File: src/rtl/out_ctrl_pkg.sv
// Shared types and sizing for the systolic output controller.
// The state enum and beat sizing are used by the controller and its bench.
package out_ctrl_pkg;

    typedef enum logic [2:0] {
        IDLE,
        CAPTURE,
        LOAD,
        SEND,
        SHIFT,
        DONE
    } out_state_t;

    localparam int OUT_BEATS  = 8;
    localparam int OUT_BEAT_W = 3;

endpackage

File: src/rtl/output_controller.sv
// Sequences capture, feeder load and the beat-by-beat drain of one 512-bit result tile.
// All outputs are decoded from registered state; the external shift counter is cross-checked.
//
//   state   | meaning
//   --------+--------------------------------------------------------------
//   IDLE    | ready for a tile; buffer samples on the accepting edge
//   CAPTURE | one wait cycle so the buffer output settles
//   LOAD    | one-cycle parallel load of the feeder, beat index cleared
//   SEND    | beat offered downstream until accepted
//   SHIFT   | one-cycle feeder shift, beat index advances
//   DONE    | one-cycle completion pulse
module output_controller
    import out_ctrl_pkg::*;
#(
    parameter int NUM_BEATS = OUT_BEATS,
    parameter int BEAT_W    = OUT_BEAT_W
) (
    input  logic              clk_i,
    input  logic              reset_ni,
    input  logic              flush_i,
    input  logic              tile_valid_i,
    output logic              tile_ready_o,
    output logic              load_out_o,
    output logic              shift_o,
    output logic              dest_valid_o,
    input  logic              tx_two_done_i,
    input  logic              sh_count_done_i,
    output logic [BEAT_W-1:0] beat_idx_o,
    output logic              busy_o,
    output logic              tile_done_o,
    output logic              seq_error_o
);

    localparam logic [BEAT_W-1:0] LAST_BEAT  = BEAT_W'(NUM_BEATS - 1);
    localparam logic [BEAT_W-1:0] LAST_SHIFT = BEAT_W'(NUM_BEATS - 2);

    out_state_t        state_q, state_d;
    logic [BEAT_W-1:0] beat_q, beat_d;
    logic              cnt_seen_q, cnt_seen_d;
    logic              seq_error_q, seq_error_d;
    logic              in_window;

    always_ff @(posedge clk_i or negedge reset_ni) begin
        if (!reset_ni) begin
            state_q     <= IDLE;
            beat_q      <= '0;
            cnt_seen_q  <= 1'b0;
            seq_error_q <= 1'b0;
        end else begin
            state_q     <= state_d;
            beat_q      <= beat_d;
            cnt_seen_q  <= cnt_seen_d;
            seq_error_q <= seq_error_d;
        end
    end

    // The counter's terminal pulse is legal from the last SHIFT through DONE.
    always_comb begin
        in_window = ((state_q == SHIFT) && (beat_q == LAST_SHIFT)) ||
                    ((state_q == SEND)  && (beat_q == LAST_BEAT))  ||
                    (state_q == DONE);
    end

    always_comb begin
        state_d     = state_q;
        beat_d      = beat_q;
        cnt_seen_d  = cnt_seen_q;
        seq_error_d = seq_error_q;

        unique case (state_q)
            IDLE:    if (tile_valid_i) state_d = CAPTURE;
            CAPTURE: state_d = LOAD;
            LOAD: begin
                state_d    = SEND;
                beat_d     = '0;
                cnt_seen_d = 1'b0;
            end
            SEND:    if (tx_two_done_i) state_d = (beat_q == LAST_BEAT) ? DONE : SHIFT;
            SHIFT: begin
                state_d = SEND;
                beat_d  = beat_q + BEAT_W'(1);
            end
            DONE: begin
                state_d = IDLE;
                beat_d  = '0;
            end
            default: state_d = IDLE;
        endcase

        if (sh_count_done_i) begin
            if (in_window) cnt_seen_d  = 1'b1;
            else           seq_error_d = 1'b1;
        end
        if (tx_two_done_i && (state_q != SEND)) seq_error_d = 1'b1;
        if ((state_q == DONE) && !cnt_seen_q)   seq_error_d = 1'b1;

        // Abort wins over every transition but keeps the sticky error.
        if (flush_i) begin
            state_d    = IDLE;
            beat_d     = '0;
            cnt_seen_d = 1'b0;
        end
    end

    assign tile_ready_o = (state_q == IDLE);
    assign load_out_o   = (state_q == LOAD);
    assign shift_o      = (state_q == SHIFT);
    assign dest_valid_o = (state_q == SEND);
    assign tile_done_o  = (state_q == DONE);
    assign busy_o       = (state_q != IDLE);
    assign beat_idx_o   = beat_q;
    assign seq_error_o  = seq_error_q;

endmodule

File: config.mk
export PLATFORM = sky130hd
export DESIGN_NAME = output_controller
export DESIGN_NICKNAME = d
export VERILOG_FILES = /design/src/rtl/out_ctrl_pkg.sv /design/src/rtl/output_controller.sv
export SDC_FILE = /design/constraint.sdc
export NUM_CORES = 1
export LEC_CHECK = 0
export ABC_AREA = 1
export CAP_MARGIN = 0
export CORE_AREA = 2 2 39 41
export CTS_CLUSTER_DIAMETER = 40
export DETAILED_ROUTE_END_ITERATION = 12
export DIE_AREA = 0 0 41 43
export PLACE_DENSITY = 0.71
export SYNTH_ARGS = -nofsm -noshare
export SYNTH_HDL_FRONTEND = slang
export SYNTH_SLANG_ARGS = --single-unit
File: constraint.sdc
create_clock -name clk_i -period 2.7 [get_ports clk_i]
set_input_delay 0.27 -clock clk_i [delete_from_list [all_inputs] [get_ports clk_i]]
set_output_delay 0.27 -clock clk_i [all_outputs]
set_load 0.03 [all_outputs]
Word level (Yosys, flattened, before mapping):

Index checks and enable logic that the tools add are counted.
W data, S select, Z words.

* logic and storage cells: 46
* input bits: 6
* register bits after elaboration: 8
* output and inout port bits: 10

* reduce and logical (&&, ||, !) cells: 15
* equal/unequal tests: 11
* $add $sub $neg: 1
* mux-type cells: 15

Operator list (count)
* $eq A3 B3 Y1 const B: 4
* $mux W3: 4
* $pmux W3 S4: 1
* $mux W1: 9
* $reduce_bool A3 Y1: 3
* $eq A3 B2 Y1 const B: 2
* $ne A3 B2 Y1 const B: 2
* $pmux W3 S2: 1
* $logic_and A1 B1 Y1: 4
* $reduce_and A2 Y1: 2
* $reduce_or A2 Y1: 2
* $add A3 B1 Y3 const B: 1
* $eq A3 B1 Y1 const B: 1
* $logic_not A3 Y1: 1
* $ne A3 B1 Y1 const B: 1
* $ne A3 B3 Y1 const B: 1
* $logic_or A1 B1 Y1: 2
* $logic_not A1 Y1: 1

Depth between registers and ports, before layout:

* word-level depth: 8
* depth in mapped cells: 8
* depth with buffers taken out: 8

Least setup slack after synthesis:

No wires, ideal clock.

* path type: register to register
* start point: reg state_q[0]
* end point: reg state_q[2]
* buffers on the path: 0
* required time: 2586 ps
* clock period less this slack: 1374 ps
* arrival: 1260 ps
* setup time: 114 ps
* slack: 1326 ps
* cell stages (with the launch flop): 7
* cells stage by stage: dfrtp_1 > nor2_4 > nand2_1 > inv_2 > nand2_1 > nand3_1 > inv_1

* elaborated cells on any way between the ends: 11
* those cells by class: eq/ne (6); mux (2); reduce/logical (3)

RTL lines
* from (decl): RTL line output_controller.sv:37 `out_state_t state_q, state_d;`
* from (signal assigned): RTL line output_controller.sv:50 `state_q <= state_d;`
* $logic_not A3 Y1 *
* via tile_ready_o: RTL line output_controller.sv:22 `output logic tile_ready_o,`
* $pmux W3 S4 or $ne A3 B3 Y1 (tied branches)
* $mux W3 or $reduce_and A2 Y1 (tied branches)

Mark *: on every way through the listed nets, which the timed path passes. The rest lies on a longest branch.
A chain may end at the register's enable or synchronous reset.

Final worst setup path:

* start point: reg state_q[0]
* end point: out shift_o

* longest elaborated chain between the ends: 1

RTL lines
* $eq A3 B3 Y1: RTL line output_controller.sv:107 `assign shift_o = (state_q == SHIFT);`
* to (decl): RTL line output_controller.sv:24 `output logic shift_o,`

No other way between the ends.

==> out/summary.log <==
qor: cells_and_area.multiInputGateArea 264 um^2
qor: clock_tree.root_buffer sky130_fd_sc_hd__clkbuf_4
qor: logic_synthesis.synthesis.area_per_instance 7.49 um^2
qor: cells_and_area.synthToLayoutAreaGrowth 36.8%
qor: global_route.pin_count_of_the_biggest_net_entering_global_routing 9
qor: detailed_routing.detail-route-antenna-nets 0
qor: place.total_of_buffers_placed_on_input_and_output_ports 15
qor: setup_path.crit_chain nor2_4 > nand2_4 > inv_1 > clkdlybuf4s50_1
qor: detailed_routing.drt-pass1-iter-count 4
qor: cells_and_area.final_util 51.8%
qor: place.place_congestion 0.831
qor: global_route.grt_util_all_layers 15.4%
qor: setup_path.cpMaxStageDelayCell sky130_fd_sc_hd__clkdlybuf4s50_1
qor: sta.rsz0062_at_grt no
qor: clock_tree.htree_levels 1
qor: clock_tree.clk-insertion-delay-late 0.25 ns
qor: detailed_routing.detailroute.via_count 471
qor: place.placed_cell_count 101
qor: global_route.vias_in_the_first_global_route 422
qor: clock_tree.cts_setup_buffers 0
qor: floorplan.die_h 43 um
qor: logic_synthesis.synthDominantCellAreaShare 38.2%
qor: setup_path.setup.worst_path.end_class output port
qor: logic_synthesis.asr_flop_ratio_synth 100%
qor: sta.clock.fmax 489 MHz
qor: pwr.cellLeakagePower 0.402 nW
qor: logic_synthesis.synthDistinctLibCells 17
qor: logic_synthesis.mappedNetlistNets 79
qor: run_status.status complete, no violations
qor: setup_path.worst_setup_sp_type register
qor: cells_and_area.n_antenna_cell 0
qor: logic_synthesis.yosys_most_used_dff sky130_fd_sc_hd__dfrtp_1
qor: sta.post-route-period-util 75.7%
qor: floorplan.design.portCount 16
qor: setup_path.crit_fanout 7
qor: sta.final-setup-viol-count 0
qor: clock_tree.cts.hold.buffers_added 0
qor: floorplan.row_count 14
qor: floorplan.dieArea 1760 um^2
qor: sta.finalHoldViolCount 0
qor: logic_synthesis.ys_seq_area_share 38.2%
qor: detailed_routing.via_cell_ratio 4.53
qor: setup_path.required 2.43 ns
qor: cells_and_area.post-route-cell-area 717 um^2
qor: clock_tree.cts_tree done
qor: floorplan.die_width 41 um
qor: cells_and_area.register_area 200 um^2
qor: place.dp_hpwl 848 um
qor: sta.slew_headroom 75.0%
qor: cells_and_area.final_layout_size_suffix_gt1_share 14.8%
qor: global_route.grt_first_pass_wirelength 1740 um
qor: logic_synthesis.post-synth-top-count-cell sky130_fd_sc_hd__nand2_1
qor: logic_synthesis.synthDominantAreaCellType sky130_fd_sc_hd__dfrtp_1
qor: pwr.power_per_cell_area 436 nW/um^2
qor: place.detailed_place.area 694 um^2
qor: logic_synthesis.synthesized_netlist_cell_count 70
qor: logic_synthesis.synth_commonest_cells 15 x sky130_fd_sc_hd__nand2_1, 14 x sky130_fd_sc_hd__inv_1, 8 x sky130_fd_sc_hd__dfrtp_1, 8 x sky130_fd_sc_hd__nor2_1, 6 x sky130_fd_sc_hd__nand3_1
qor: clock_tree.cts_max_path_buffers 2
qor: setup_path.cp_num_cells 4
qor: sta.aggregate_negative_setup_slack 0 ns
qor: sta.fin_crit 2.05 ns
qor: global_route.antenna_found_initial 0
qor: logic_synthesis.synth_edf_count 0
qor: setup_path.worstRegToRegCells 5
qor: logic_synthesis.total_of_flip_flops_plus_latches_after_synthesis 8
qor: logic_synthesis.synth_top_cells_by_area sky130_fd_sc_hd__dfrtp_1 38%, sky130_fd_sc_hd__nand2_1 11%, sky130_fd_sc_hd__inv_1 10%
qor: setup_path.cp_data_arrival_time 1.78 ns
qor: clock_tree.worst_setup_hold_path_clk_slew 0.05 ns
qor: detailed_routing.detail_route.wirelength 1070 um
qor: sta.timing.final.ws_setup 0.655 ns
qor: pwr.p_total 0.313 mW
qor: cells_and_area.final_cell_count_no_fill 104
qor: pwr.worst_ir_drop_vdd 0.000242 V
qor: flow_run.timing.max_cap.violations 0
qor: floorplan.start_util 37.9%
qor: floorplan.core_area 1380 um^2
qor: sta.clock-skew-final 0.000585 ns
qor: logic_synthesis.syn-cell-area 524 um^2
qor: clock_tree.clkSinkCount 8
qor: min_path.hold_path_class input pin to async pin
qor: place.detailedPlace.worstSlack 0.927 ns
qor: sta.worst_slew_pin_slew 0.374 ns
qor: setup_path.delay_of_the_slowest_cell_on_the_worst_path 0.68 ns
qor: sta.fin_hold_ws 0.300 ns
qor: setup_path.kind_of_cell_with_the_highest_combined_delay_on_the_critical_path buffers and inverters
qor: setup_path.worstPathBufferInverterCount 2
qor: cells_and_area.number_of_nets_in_the_final_layout 99
qor: detailed_routing.routed_length_per_instance 10.2 um
qor: logic_synthesis.ys_warn_count 0
qor: clock_tree.post_cts.resized_instances 0
qor: cells_and_area.fillCellCount 130
qor: global_route.globalRoute.totalOverflow 0
qor: detailed_routing.detail_route.iter0.violations 20
qor: setup_path.critPathKind register to output port
qor: detailed_routing.drcViolationCount 0
qor: sta.pins_over_their_slew_limit 0
qor: clock_tree.numCtsBuffers 3
==> logic make-up after synthesis <==
| group | share of synthesized area (%) |
|---|---|
| and+or+nand+nor | 38.7 |
| buffers and inverters | 11.5 |
| DFF | 38.2 |
| AOI/OAI and AO/OA | 4.53 |
| adders and majority gates | 7.16 |
==> state kept, by name (all words and copies together), names as in the netlist <==
register,cells
beat_idx_o,3
state_q,3
cnt_seen_q,1
seq_error_o,1
==> path summary, 6_finish.rpt <==
path / start / to / slack, ns
min: reset_ni / beat_idx_o[2] / 0.30
min in group clk_i: cnt_seen_q / cnt_seen_q / 0.51
max reg2reg: beat_idx_o[0] / seq_error_o / 1.42
max: state_q[0] / shift_o / 0.65
max in group asynchronous: reset_ni / state_q[1] / 2.13
min reg2reg: cnt_seen_q / cnt_seen_q / 0.51
==> per-layer routing <==
metal  track usage [%]  vias to the layer above  part of all wire, %
met3              3.14                        4                  3.6
met2              19.7                        8                   45
met1              21.7                      209                   49
met5                 0                        -                    0
met4              12.0                        0                  2.3
li1                  -                      250                    -
==> power breakdown <==
part	switching, mW	internal (mW)	leakage, nW
combinational	0.0520	0.0355	0.284
clock	0.0402	0.0508	0.0138
sequential	0.00977	0.124	0.104
==> placed cells by master, fill, tap and decap left out <==
cell type	instances
sky130_fd_sc_hd__inv_1	14
sky130_fd_sc_hd__nand2_1	15
sky130_fd_sc_hd__nand4_1	1
sky130_fd_sc_hd__a21oi_1	2
sky130_fd_sc_hd__nor3_1	1
sky130_fd_sc_hd__nor2_2	1
sky130_fd_sc_hd__nor2_4	1
sky130_fd_sc_hd__ha_1	3
sky130_fd_sc_hd__a21oi_2	1
sky130_fd_sc_hd__dfrtp_1	8
sky130_fd_sc_hd__nand3_2	4
sky130_fd_sc_hd__o21ai_0	1
sky130_fd_sc_hd__nor2_1	8
sky130_fd_sc_hd__nand2_4	1
sky130_fd_sc_hd__inv_2	2
sky130_fd_sc_hd__clkdlybuf4s50_1	15
sky130_fd_sc_hd__nand3_1	6
sky130_fd_sc_hd__or2_1	1
sky130_fd_sc_hd__clkbuf_4	3
==> worst reg2reg max path, delay by kind of cell (launching register included) <==
family	cells	cell delay, ns
AOI/OAI and AO/OA	1	0.17
adders and majority gates	2	0.40
and+or+nand+nor	2	0.23
DFF	1	0.41
==> layout make-up <==
class	instances	share of cell area, %
sequential	8	27.9
inverter	16	8.38
clock buffer	3	3.14
multi-input combinational	46	36.8
timing repair buffer	15	20.9
tap	16	2.79
No activity file was read; power rests on OpenSTA's default activity.
